--- config.mk ---
export PLATFORM = sky130hd
export DESIGN_NAME = biquad8_coeff_loader
export DESIGN_NICKNAME = d
export VERILOG_FILES = /design/src/rtl/biquad8_pkg.sv /design/src/rtl/biquad8_coeff_loader.sv
export SDC_FILE = /design/constraint.sdc
export NUM_CORES = 1
export LEC_CHECK = 0
export BUFFER_PORTS_ARGS = -buffer_cell sky130_fd_sc_hd__buf_2
export CAP_MARGIN = 20
export CORE_MARGIN = 3
export CORE_UTILIZATION = 62
export DETAILED_ROUTE_END_ITERATION = 8
export GPL_TIMING_DRIVEN = 1
export PLACE_DENSITY = 0.84
export SLEW_MARGIN = 40
export SYNTH_ARGS = -nofsm -noshare
export SYNTH_HDL_FRONTEND = slang
export SYNTH_SLANG_ARGS = --single-unit
--- constraint.sdc ---
create_clock -name clk -period 8 [get_ports clk]
set_clock_uncertainty 0.2 [all_clocks]
set_input_delay 2 -clock clk [delete_from_list [all_inputs] [get_ports clk]]
set_output_delay 2 -clock clk [all_outputs]
set_load 0.02 [all_outputs]
--- src/rtl/biquad8_pkg.sv ---
// ============================================================================
// Module      : biquad8_pkg
// Description : Shared constants and state encoding for the biquad8
//               coefficient loader.
// Revision    : 1.0 - initial release
// ============================================================================
`default_nettype none

package biquad8_pkg;

    localparam int COEFF_BITS         = 18;  // DSP B-port width, signed Q4.14
    localparam int COEFF_FRAC_BITS    = 14;
    localparam int NCOEFF_INCREMENTAL = 2;   // a, b of 1 + a*z^-1 + b*z^-2

    localparam int STATE_W = 2;
    localparam logic [STATE_W-1:0] ST_IDLE   = 2'd0;
    localparam logic [STATE_W-1:0] ST_LOAD   = 2'd1;
    localparam logic [STATE_W-1:0] ST_UPDATE = 2'd2;
    localparam logic [STATE_W-1:0] ST_FIN    = 2'd3;

    // A one-entry burst still needs a 1-bit counter.
    function automatic int cnt_width(input int n);
        return (n > 1) ? $clog2(n) : 1;
    endfunction

endpackage

`default_nettype wire

--- src/rtl/biquad8_coeff_loader.sv ---
// ============================================================================
// Module      : biquad8_coeff_loader
// Description : Shadow coefficient bank plus burst sequencer driving the
//               biquad8 incremental cascade (write burst, then update strobe).
//               Optional readback of the active bank: BIQUAD_COEFF_READBACK_EN.
// Revision    : 1.0 - initial release
// ============================================================================
`default_nettype none

module biquad8_coeff_loader
    import biquad8_pkg::*;
#(
    parameter int NCOEFF    = NCOEFF_INCREMENTAL,
    parameter int NBITS     = COEFF_BITS,
    parameter int ADDR_BITS = 1
) (
    input  logic                 clk,
    input  logic                 rst,
    input  logic                 wr_en_i,
    input  logic [ADDR_BITS-1:0] wr_addr_i,
    input  logic [NBITS-1:0]     wr_dat_i,
    input  logic                 commit_i,
    output logic                 busy_o,
    output logic                 done_o,
    output logic                 coeff_wr_o,
    output logic                 coeff_update_o,
    output logic [NBITS-1:0]     coeff_dat_o
`ifdef BIQUAD_COEFF_READBACK_EN
    ,
    input  logic [ADDR_BITS-1:0] rd_addr_i,
    output logic [NBITS-1:0]     rd_dat_o
`endif
);

    localparam int                CNT_W    = cnt_width(NCOEFF);
    localparam logic [CNT_W-1:0]  CNT_LAST = CNT_W'(NCOEFF - 1);

    logic [NBITS-1:0]   r_shadow [NCOEFF];
    logic [NBITS-1:0]   r_snap   [NCOEFF];
    logic [NBITS-1:0]   w_shadow_wt [NCOEFF];

    logic [STATE_W-1:0] r_state;
    logic [STATE_W-1:0] w_state_nxt;
    logic [CNT_W-1:0]   r_cnt;
    logic [CNT_W-1:0]   w_cnt_nxt;
    logic               r_pending;
    logic               w_start;
    logic [NBITS-1:0]   w_dat_nxt;

    // Write-through view: a write in the commit cycle lands in the snapshot.
    // Out-of-range addresses match no index and are dropped.
    for (genvar i = 0; i < NCOEFF; i++) begin : g_shadow
        assign w_shadow_wt[i] = (wr_en_i && (wr_addr_i == ADDR_BITS'(i)))
                                ? wr_dat_i : r_shadow[i];
    end

    always_comb begin
        w_state_nxt = r_state;
        w_cnt_nxt   = r_cnt;
        w_start     = 1'b0;
        case (r_state)
            ST_IDLE: begin
                if (commit_i || r_pending) begin
                    w_start     = 1'b1;
                    w_state_nxt = ST_LOAD;
                    w_cnt_nxt   = '0;
                end
            end
            ST_LOAD: begin
                if (r_cnt == CNT_LAST) begin
                    w_state_nxt = ST_UPDATE;
                end else begin
                    w_cnt_nxt = r_cnt + CNT_W'(1);
                end
            end
            ST_UPDATE: w_state_nxt = ST_FIN;
            ST_FIN: begin
                // Pending burst restarts straight from FIN with no idle gap.
                if (r_pending) begin
                    w_start     = 1'b1;
                    w_state_nxt = ST_LOAD;
                    w_cnt_nxt   = '0;
                end else begin
                    w_state_nxt = ST_IDLE;
                end
            end
            default: w_state_nxt = ST_IDLE;
        endcase
    end

    always_comb begin
        w_dat_nxt = coeff_dat_o;
        if (w_start) begin
            w_dat_nxt = w_shadow_wt[0];
        end else if (r_state == ST_LOAD && r_cnt != CNT_LAST) begin
            w_dat_nxt = r_snap[w_cnt_nxt];
        end
    end

    always_ff @(posedge clk or posedge rst) begin
        if (rst) begin
            for (int i = 0; i < NCOEFF; i++) begin
                r_shadow[i] <= '0;
                r_snap[i]   <= '0;
            end
            r_state        <= ST_IDLE;
            r_cnt          <= '0;
            r_pending      <= 1'b0;
            busy_o         <= 1'b0;
            done_o         <= 1'b0;
            coeff_wr_o     <= 1'b0;
            coeff_update_o <= 1'b0;
            coeff_dat_o    <= '0;
        end else begin
            for (int i = 0; i < NCOEFF; i++) begin
                r_shadow[i] <= w_shadow_wt[i];
                if (w_start) begin
                    r_snap[i] <= w_shadow_wt[i];
                end
            end
            r_state   <= w_state_nxt;
            r_cnt     <= w_cnt_nxt;
            // One-deep pending: extra commits merge; a starting burst absorbs
            // any commit arriving in its own start cycle.
            r_pending <= w_start ? 1'b0
                                 : (r_pending | (commit_i && r_state != ST_IDLE));
            busy_o         <= (w_state_nxt != ST_IDLE);
            done_o         <= (w_state_nxt == ST_FIN);
            coeff_wr_o     <= (w_state_nxt == ST_LOAD);
            coeff_update_o <= (w_state_nxt == ST_UPDATE);
            coeff_dat_o    <= w_dat_nxt;
        end
    end

`ifdef BIQUAD_COEFF_READBACK_EN
    // Active bank mirrors what the DSPs latched on the update strobe.
    logic [NBITS-1:0] r_active [NCOEFF];
    logic [NBITS-1:0] w_rd_val;

    always_comb begin
        w_rd_val = '0;
        for (int i = 0; i < NCOEFF; i++) begin
            if (rd_addr_i == ADDR_BITS'(i)) begin
                w_rd_val = r_active[i];
            end
        end
    end

    always_ff @(posedge clk or posedge rst) begin
        if (rst) begin
            for (int i = 0; i < NCOEFF; i++) begin
                r_active[i] <= '0;
            end
            rd_dat_o <= '0;
        end else begin
            if (r_state == ST_UPDATE) begin
                for (int i = 0; i < NCOEFF; i++) begin
                    r_active[i] <= r_snap[i];
                end
            end
            rd_dat_o <= w_rd_val;
        end
    end
`endif

endmodule

`default_nettype wire

Word-level counts from Yosys, hierarchy flattened
Cells that the tools add are included.
{"block": "op_classes", "n_bitwise": 4, "magnitude_cmp": 1, "eq_ne": 6, "muxes": 19, "add_sub_neg": 1, "n_reduce_logical": 9}
{"op": "$mux 18", "count": 7}
{"op": "$eq 2x2->1 const B", "count": 4}
{"op": "$pmux 2 s4", "count": 1}
{"op": "$mux 1", "count": 7}
{"op": "$reduce_bool 2->1", "count": 3}
{"op": "$eq 2x1->1 const B", "count": 2}
{"op": "$logic_and 1x1->1", "count": 4}
{"op": "$mux 2", "count": 2}
{"op": "$pmux 1 s3", "count": 1}
{"op": "$ge 2x2->1 const B", "count": 1}
{"op": "$logic_not 2->1", "count": 1}
{"op": "$not 1->1", "count": 2}
{"op": "$not 1->2", "count": 1}
{"op": "$pmux 1 s2", "count": 1}
{"op": "$add 1x1->1 const B", "count": 1}
{"op": "$logic_or 1x1->1", "count": 1}
{"op": "$or 1x1->1", "count": 1}
{"block": "totals", "ff_bits": 98, "output_inout_bits": 22, "wordCells": 52, "input_bits": 23}

Depth between registers and ports, before layout
Gate-level depths: netlist of run 1.
{"block": "depth", "word_depth": 9, "mapped_depth": 9, "mapped_depth_nobuf": 7}

Worst setup path before layout of run 1
OpenSTA, ideal clock, no wires.
{"block": "synth_timing", "kind": "in2reg", "from": "in wr_en_i", "to": "reg coeff_dat_o[10]", "slack_ns": 4.622, "arrival_time_ns": 3.050, "n_path_buf": 2, "t_required_ns": 7.673, "path_stages": 6, "setup_ns": 0.127, "path_cell_list": "nor2b_1 buf_2 buf_2 mux2_2 nor2_1 o22ai_1"}
{"element": "from (decl)", "line_no": "biquad8_coeff_loader.sv:19", "source": "input logic wr_en_i,"}
{"element": "to (signal assigned)", "line_no": "biquad8_coeff_loader.sv:131", "source": "coeff_dat_o <= w_dat_nxt;"}
{"element": "to (decl)", "line_no": "biquad8_coeff_loader.sv:27", "source": "output logic [NBITS-1:0] coeff_dat_o"}

Worst setup path after layout of run 1
{"block": "layout_timing", "from": "in commit_i", "to": "reg coeff_dat_o[3]"}
{"block": "layout_between", "elab_chain_cells": 9, "word_cells_on_any_way": 12, "classes_between": "9 x mux; 1 x bitwise; 2 x reduce/logical"}
{"element": "from (decl)", "line_no": "biquad8_coeff_loader.sv:22", "source": "input logic commit_i,"}
{"element": "$logic_or 1x1->1 (*)", "line_no": "biquad8_coeff_loader.sv:63", "source": "if (commit_i || r_pending) begin"}
{"element": "$mux 1", "line_no": "biquad8_coeff_loader.sv:63"}
{"element": "$pmux 1 s3", "line_no": "biquad8_coeff_loader.sv:61", "source": "case (r_state)"}
{"element": "$not 1->2 (not written as such)", "line_no": "biquad8_coeff_loader.sv:96", "source": "w_dat_nxt = r_snap[w_cnt_nxt];"}
{"element": "$mux 18 (not written as such) (3 in a row)", "line_no": "biquad8_coeff_loader.sv:96"}
{"element": "$mux 18", "line_no": "biquad8_coeff_loader.sv:95", "source": "end else if (r_state == ST_LOAD && r_cnt != CNT_LAST) begin"}
{"element": "$mux 18", "line_no": "biquad8_coeff_loader.sv:93", "source": "if (w_start) begin"}
Mark *: on every way between the ends. The rest lies on a longest branch, timed or not. The select of a mux whose other input is x is not followed.
A chain may end at the register's enable or synchronous reset.

==> metrics.yaml, run 1 <==
critical_path:
  critical_path_class: "primary input to flip-flop"
  cp-startpoint: "commit_i"
  start_kind: "primary input"
  cp_max_fo: 37
  max_stage_delay_ns: 0.53
  reg2reg_from: "r_state[0]"
  crit_chain: "buf_2 > o21ai_1 > a21o_1 > buf_4 > nand2b_1 > o22ai_1"
  required_ns: 8.05
  critPathArrivalTime_ns: 3.79
  slowest_stage: "nand2b_1"
  r2r_cells: 7
  end_kind: "flip-flop"
  ff2ff_setup_slack_ns: 5.34
  r2r_end: "coeff_dat_o[3]"
timing:
  timing.fmax_mhz: 267
  period_needed_ns: 3.74
  final_max_slew_viol_count: 0
  fin_setup_tns_ns: 0
  maxSlewHeadroom_pct: 45.1
  min_period_over_period_pct: 46.8
  whs_ns: 0.286
  rsz0062_at_grt: "no"
  setup_violations: 0
  final_hold_viol_count: 0
  max_slew.worst_pin.slew_ns: 0.824
  layout_setup_ws_ns: 4.26
cts:
  cts_resized: 0
  cts_made_buffers: 9
  cts_hold_buf: 0
  cts-root-buf: "clkbuf_8"
  cts_tree: "built"
  cts_sinks: 98
  clkTransAtPathRegs_ns: 0.09
  clkLatencyLatePin_ns: 0.35
  clock_path_buffers: 2
  cts_setup_buffers: 0
  htree_levels: 3
yosys:
  ys_top_cells_by_area: "dfrtp_1, mux2_2, nand2_1"
  synth.distinct_cells: 28
  ys_warn_count: 0
  synthCells: 350
  ys_seq_area_share_pct: 60.9
  synthSimpleGateAreaFrac_pct: 11.9
  synth_compound_area_share_pct: 6.65
  synth_area_um2: 4030
  synth_mux_area_share_pct: 15.1
  synth_top_cell_area_share_pct: 60.9
  synth_top_family_by_area: "multiplexers"
  async_flop_share_pct: 100
  synth_xor_area_share_pct: 0
  yosysTopAreaCell: "dfrtp_1"
  syn_nets: 377
  synthFlopType: "dfrtp_1"
  syn_avg_cell_area_um2: 11.5
  ys_ff_latch: 98
  synth_adder_area_share_pct: 1.24
  synth_edf_count: 0
global_route:
  antenna_found_initial: 0
  grt_pass1_wl_um: 12200
  track_usage_pct: 20.9
  overflow: 0
  grt_max_degree: 92
  grt_pass1_vias: 2606
power:
  power_density_nw_per_um2: 421
  p_leak_nw: 2.09
  peakVddDrop_mv: 0.510
hold_path:
  whs_endpoint: "r_snap[4]"
  hold_depth: 2
  hp-class: "flip-flop to flip-flop"
  min_from: "r_snap[4]"
routing:
  antenna_left: 0
  wl_um: 7400
  via_per_inst: 5.66
  num_vias: 2659
  drt_iter0_drc: 131
  drc_errors: 0
  first_pass_iters: 4
  wl_per_cell_um: 15.7
placement:
  port_buffers: 44
  dp_hpwl_um: 4740
  post-place-ws_ns: 3.92
  globalplace.congestion: 0.760
  place_area_um2: 4240
flow_run:
  maxCapViolCount: 0
finish:
  nNetsFinal: 417
  stdcell_area_um2: 4410
  antenna_cells: 0
  drive_gt1_share_pct: 26.6
  syn_to_final_growth_pct: 9.54
  fin_util_pct: 72.4
die:
  dieArea_um2: 7500
  initial_core_util_pct: 66.1
  fp.dieW_um: 86.6
  rows: 28
  ioPinCount: 45
  die_h_um: 86.6
  coreArea_um2: 6100
outcome:
  outcome: "finished clean"
==> cell families after synthesis <==
family | count (synthesis)
muxes | 56
DFF | 98
buffers and inverters | 24
and+or+nand+nor | 122
AOI/OAI and AO/OA | 46
adders and majority gates | 4
==> power by group <==
group | internal [mW] | switching (mW) | leakage, nW
clock network | 0.112 | 0.163 | 0.0810
registers | 0.688 | 0.0990 | 1.15
logic | 0.302 | 0.493 | 0.861
==> worst max-delay path by stage <==
| stage | endpoint | slack (ns) | cells past startpoint |
|---|---|---|---|
| 6_report | coeff_dat_o[3] | 4.26 | 6 |
| 5_1_grt | coeff_dat_o[14] | 4.14 | 6 |
| 4_1_cts | coeff_dat_o[3] | 4.31 | 6 |
| 3_5_place_dp | coeff_dat_o[2] | 3.92 | 6 |
| 3_3_place_gp | coeff_dat_o[8] | 3.96 | 5 |
| 2_1_floorplan | busy_o | 3.24 | 1 |
==> Yosys cell counts (2+ instances only) <==
| library cell | number |
|---|---|
| dfrtp_1 | 98 |
| ha_1 | 4 |
| buf_2 | 5 |
| nand2_1 | 59 |
| buf_6 | 7 |
| mux2_2 | 37 |
| a21oi_1 | 19 |
| o22ai_1 | 18 |
| o21ai_0 | 3 |
| nand2b_1 | 2 |
| inv_1 | 6 |
| clkbuf_1 | 2 |
| nor2_1 | 57 |
| mux2i_1 | 19 |
==> sequential cells by signal, summed over array words and instances (netlist names) <==
name            count
r_snap             36
coeff_dat_o        18
coeff_update_o      1
busy_o              1
coeff_wr_o          1
r_shadow           36
r_cnt               1
done_o              1
r_state             2
r_pending           1
==> cell type report <==
cell class	count	area, um2
Clock inverter	7	46.3
Clock buffer	9	124
Tap cell	75	93.8
Fill cell	436	1680
Timing Repair Buffer	47	249
Inverter	6	25.0
Multi-Input combinational cell	228	1420
Sequential cell	98	2450
==> through the flow <==
stage / cells / power [mW]
after floorplan: 350 / 1.44
after global placement: 454 / 1.54
final: 470 / 1.86
after global routing: 470 / 2.00
after CTS: 470 / 1.87
after detailed placement: 454 / 1.59
==> layer usage <==
metal / vias to the layer above / wire, um / GRT usage (%)
met2: 66 / 3690 / 33.9
met4: 0 / 125 / 8.22
li1: 1253 / - / -
met5: - / 0 / 0
met1: 1328 / 3320 / 28.6
met3: 12 / 260 / 3.23
==> placed cells by master (no fill, tap or decap), types with 5 or more instances in the layout <==
master and count:
buf_2 44, mux2i_1 19, nor2_1 57, dfrtp_1 98, a21oi_1 19, o22ai_1 18
inv_1 5, clkbuf_8 10, mux2_2 37, nand2_1 58
==> worst max-delay path, delay by kind of cell <==
family / cells / cell delay, ns
buf+inv: 2 / 0.47
simple gates: 1 / 0.53
compound gates: 3 / 0.77
No activity file was read; power rests on OpenSTA's default activity.
==> inputs of run 2 (changes only) <==
--- a/config.mk
+++ b/config.mk
@@ -8,10 +8,10 @@
 export BUFFER_PORTS_ARGS = -buffer_cell sky130_fd_sc_hd__buf_2
 export CAP_MARGIN = 20
 export CORE_MARGIN = 3
-export CORE_UTILIZATION = 62
+export CORE_UTILIZATION = 58
 export DETAILED_ROUTE_END_ITERATION = 8
 export GPL_TIMING_DRIVEN = 1
-export PLACE_DENSITY = 0.84
+export PLACE_DENSITY = 0.79
 export SLEW_MARGIN = 40
 export SYNTH_ARGS = -nofsm -noshare
 export SYNTH_HDL_FRONTEND = slang
==> constraint.sdc (replaced) <==
create_clock -name clk -period 3.65 [get_ports clk]
set_clock_uncertainty 0.2 [all_clocks]
set_input_delay 0.9125 -clock clk [delete_from_list [all_inputs] [get_ports clk]]
set_output_delay 0.9125 -clock clk [all_outputs]
set_load 0.02 [all_outputs]
==> metrics.yaml, run 2 (synthesis gave the netlist of run 1 again) <==
placement:
  post-place-ws_ns: 1.06  # -2.86 ns
  placed_cells: 462  # +1.8%
  port_buffers: 44  # unchanged
  dp_hpwl_um: 4900  # +3.4%
  globalplace.congestion: 0.814  # +7.1%
die:
  ioPinCount: 45  # unchanged
  dieArea_um2: 7980  # +6.4%
  die_h_um: 89.3  # +3.2%
  coreArea_um2: 6530  # +7.1%
  fp.dieW_um: 89.3  # +3.2%
  initial_core_util_pct: 61.7  # -4.4 points
  rows: 29  # +3.6%
cts:
  cts_tree: "built"
  cts_setup_buffers: 0  # unchanged
  cts-root-buf: "clkbuf_8"
  htree_levels: 3  # unchanged
  clkTransAtPathRegs_ns: 0.09  # about the same
  clock_path_buffers: 2  # unchanged
  cts_resized: 0  # unchanged
  cts_hold_buf: 0  # unchanged
  cts_sinks: 98  # unchanged
  clkLatencyLatePin_ns: 0.35  # about the same
  cts_made_buffers: 9  # unchanged
critical_path:
  cp_max_fo: 19  # -49%
  critical_path_class: "flip-flop to flip-flop"
  start_kind: "flip-flop"
  end_kind: "flip-flop"
  max_stage_delay_ns: 0.42  # -0.11 ns
  critPathArrivalTime_ns: 2.38  # -1.41 ns
  slowest_stage: "dfrtp_1"
  crit_chain: "inv_1 > ha_1 > nor3b_1 > a211o_1 > buf_4 > mux2i_1 > o22ai_1"
  critPathBufInv: 2  # unchanged
  required_ns: 3.67  # -4.38 ns
  critical_path.top_delay_family: "buffers and inverters"
routing:
  wl_per_cell_um: 16.2  # +2.6%
  drt_iter0_drc: 176  # +34%
  antenna_left: 0  # unchanged
  via_per_inst: 5.61  # -0.90%
  drc_errors: 0  # unchanged
  wl_um: 7720  # +4.4%
  first_pass_iters: 5  # +1
  num_vias: 2680  # +0.79%
global_route:
  grt_max_degree: 59  # -36%
  antenna_found_initial: 0  # unchanged
  overflow: 0  # unchanged
  grt_pass1_wl_um: 13200  # +8.5%
  track_usage_pct: 21.9  # +0.98 points
  grt_pass1_vias: 2759  # +5.9%
finish:
  instances_no_fill: 478  # +1.7%
  fin_util_pct: 68.9  # -3.4 points
  drive_gt1_share_pct: 26.4  # -0.15 points
  nNetsFinal: 423  # +1.4%
  antenna_cells: 0  # unchanged
  final_common_cell: "dfrtp_1"
  final_cell_mix: "dfrtp_1, nand2_1, nor2_1, buf_2, mux2_2"
  reg_top3: "r_shadow (36), r_snap (36), coeff_dat_o (18)"
  nFillCells: 490  # +12%
  syn_to_final_growth_pct: 11.8
timing:
  setup_violations: 0  # unchanged
  timing.fmax_mhz: 425
  whs_ns: 0.284  # -0.00151 ns
  layout_setup_ws_ns: 1.30  # -2.96 ns
  max_slew.worst_pin.slew_ns: 0.729  # -0.0945 ns
  rsz0062_at_grt: "no"
  fin_setup_tns_ns: 0  # unchanged
  final_hold_viol_count: 0  # unchanged
  final_max_slew_viol_count: 0  # unchanged
  maxSlewHeadroom_pct: 51.4  # +6.3 points
  min_period_over_period_pct: 64.5
  period_needed_ns: 2.35
power:
  power_density_nw_per_um2: 948  # +130%
  p_leak_nw: 2.14  # +2.2%
  peakVddDrop_mv: 0.510  # about the same
flow_run:
  maxCapViolCount: 0  # unchanged
outcome:
  outcome: "finished clean"
hold_path:
  hp-class: "flip-flop to flip-flop"
==> run 2: cell types whose count changed in the layout (fill, tap and decap cells not counted), moves of 2 or more <==
cell,change
buf_4,+6
clkinvlp_4,-2
clkinv_2,-3
bufinv_16,+2
clkbuf_1,+4
==> run 2: path summary, 6_finish.rpt <==
check	slack, ns	cells past startpoint	startpoint	endpoint
max	1.30	7	r_state[0]	coeff_dat_o[13]
min	0.28	2	r_snap[11]	r_snap[11]
max reg2reg	1.30	7	r_state[0]	coeff_dat_o[13]
min reg2reg	0.28	2	r_snap[11]	r_snap[11]
max in group asynchronous	2.17	3	rst	r_snap[28]
min in group asynchronous	0.50	3	rst	r_shadow[3]
==> run 2: cell type report <==
cell class | instances | area, um2 | area share, %
tap | 77 | 96.3 | 2.14
clock buffer | 14 | 153 | 3.39
clock inverter | 2 | 60.1 | 1.33
multi-input combinational | 228 | 1420 | 31.4
sequential | 98 | 2450 | 54.5
inverter | 6 | 26.3 | 0.583
timing repair buffer | 53 | 300 | 6.67
==> run 2: per-layer routing <==
layer | up-vias | part of all wire [%] | global-route usage (%)
li1 | 1258 | - | -
met1 | 1342 | 45 | 29.7
met2 | 70 | 49 | 35.6
met3 | 10 | 5.1 | 6.27
met4 | 0 | 0.83 | 4.47
met5 | - | 0 | 0
==> run 2: report_power, final <==
| part | total, mW | switching [mW] | internal [mW] | leakage, nW |
|---|---|---|---|---|
| logic | 1.80 | 1.09 | 0.706 | 0.884 |
| clock network | 0.742 | 0.335 | 0.407 | 0.105 |
| registers | 1.73 | 0.218 | 1.51 | 1.15 |
| total | 4.27 | 1.65 | 2.62 | 2.14 |
==> run 2: stage by stage <==
step           area (um2)  total power, mW
6_report             4500             4.27
5_1_grt              4500             4.60
4_1_cts              4500             4.31
3_5_place_dp         4290             3.56
3_3_place_gp         4290             3.47
2_1_floorplan        4030             3.16
==> run 2: tightest hold or removal path: cells and delay by family (launching register included) <==
kind             cells  cell delay (ns)
flip-flops           1             0.35
AND/OR/NAND/NOR      2             0.10
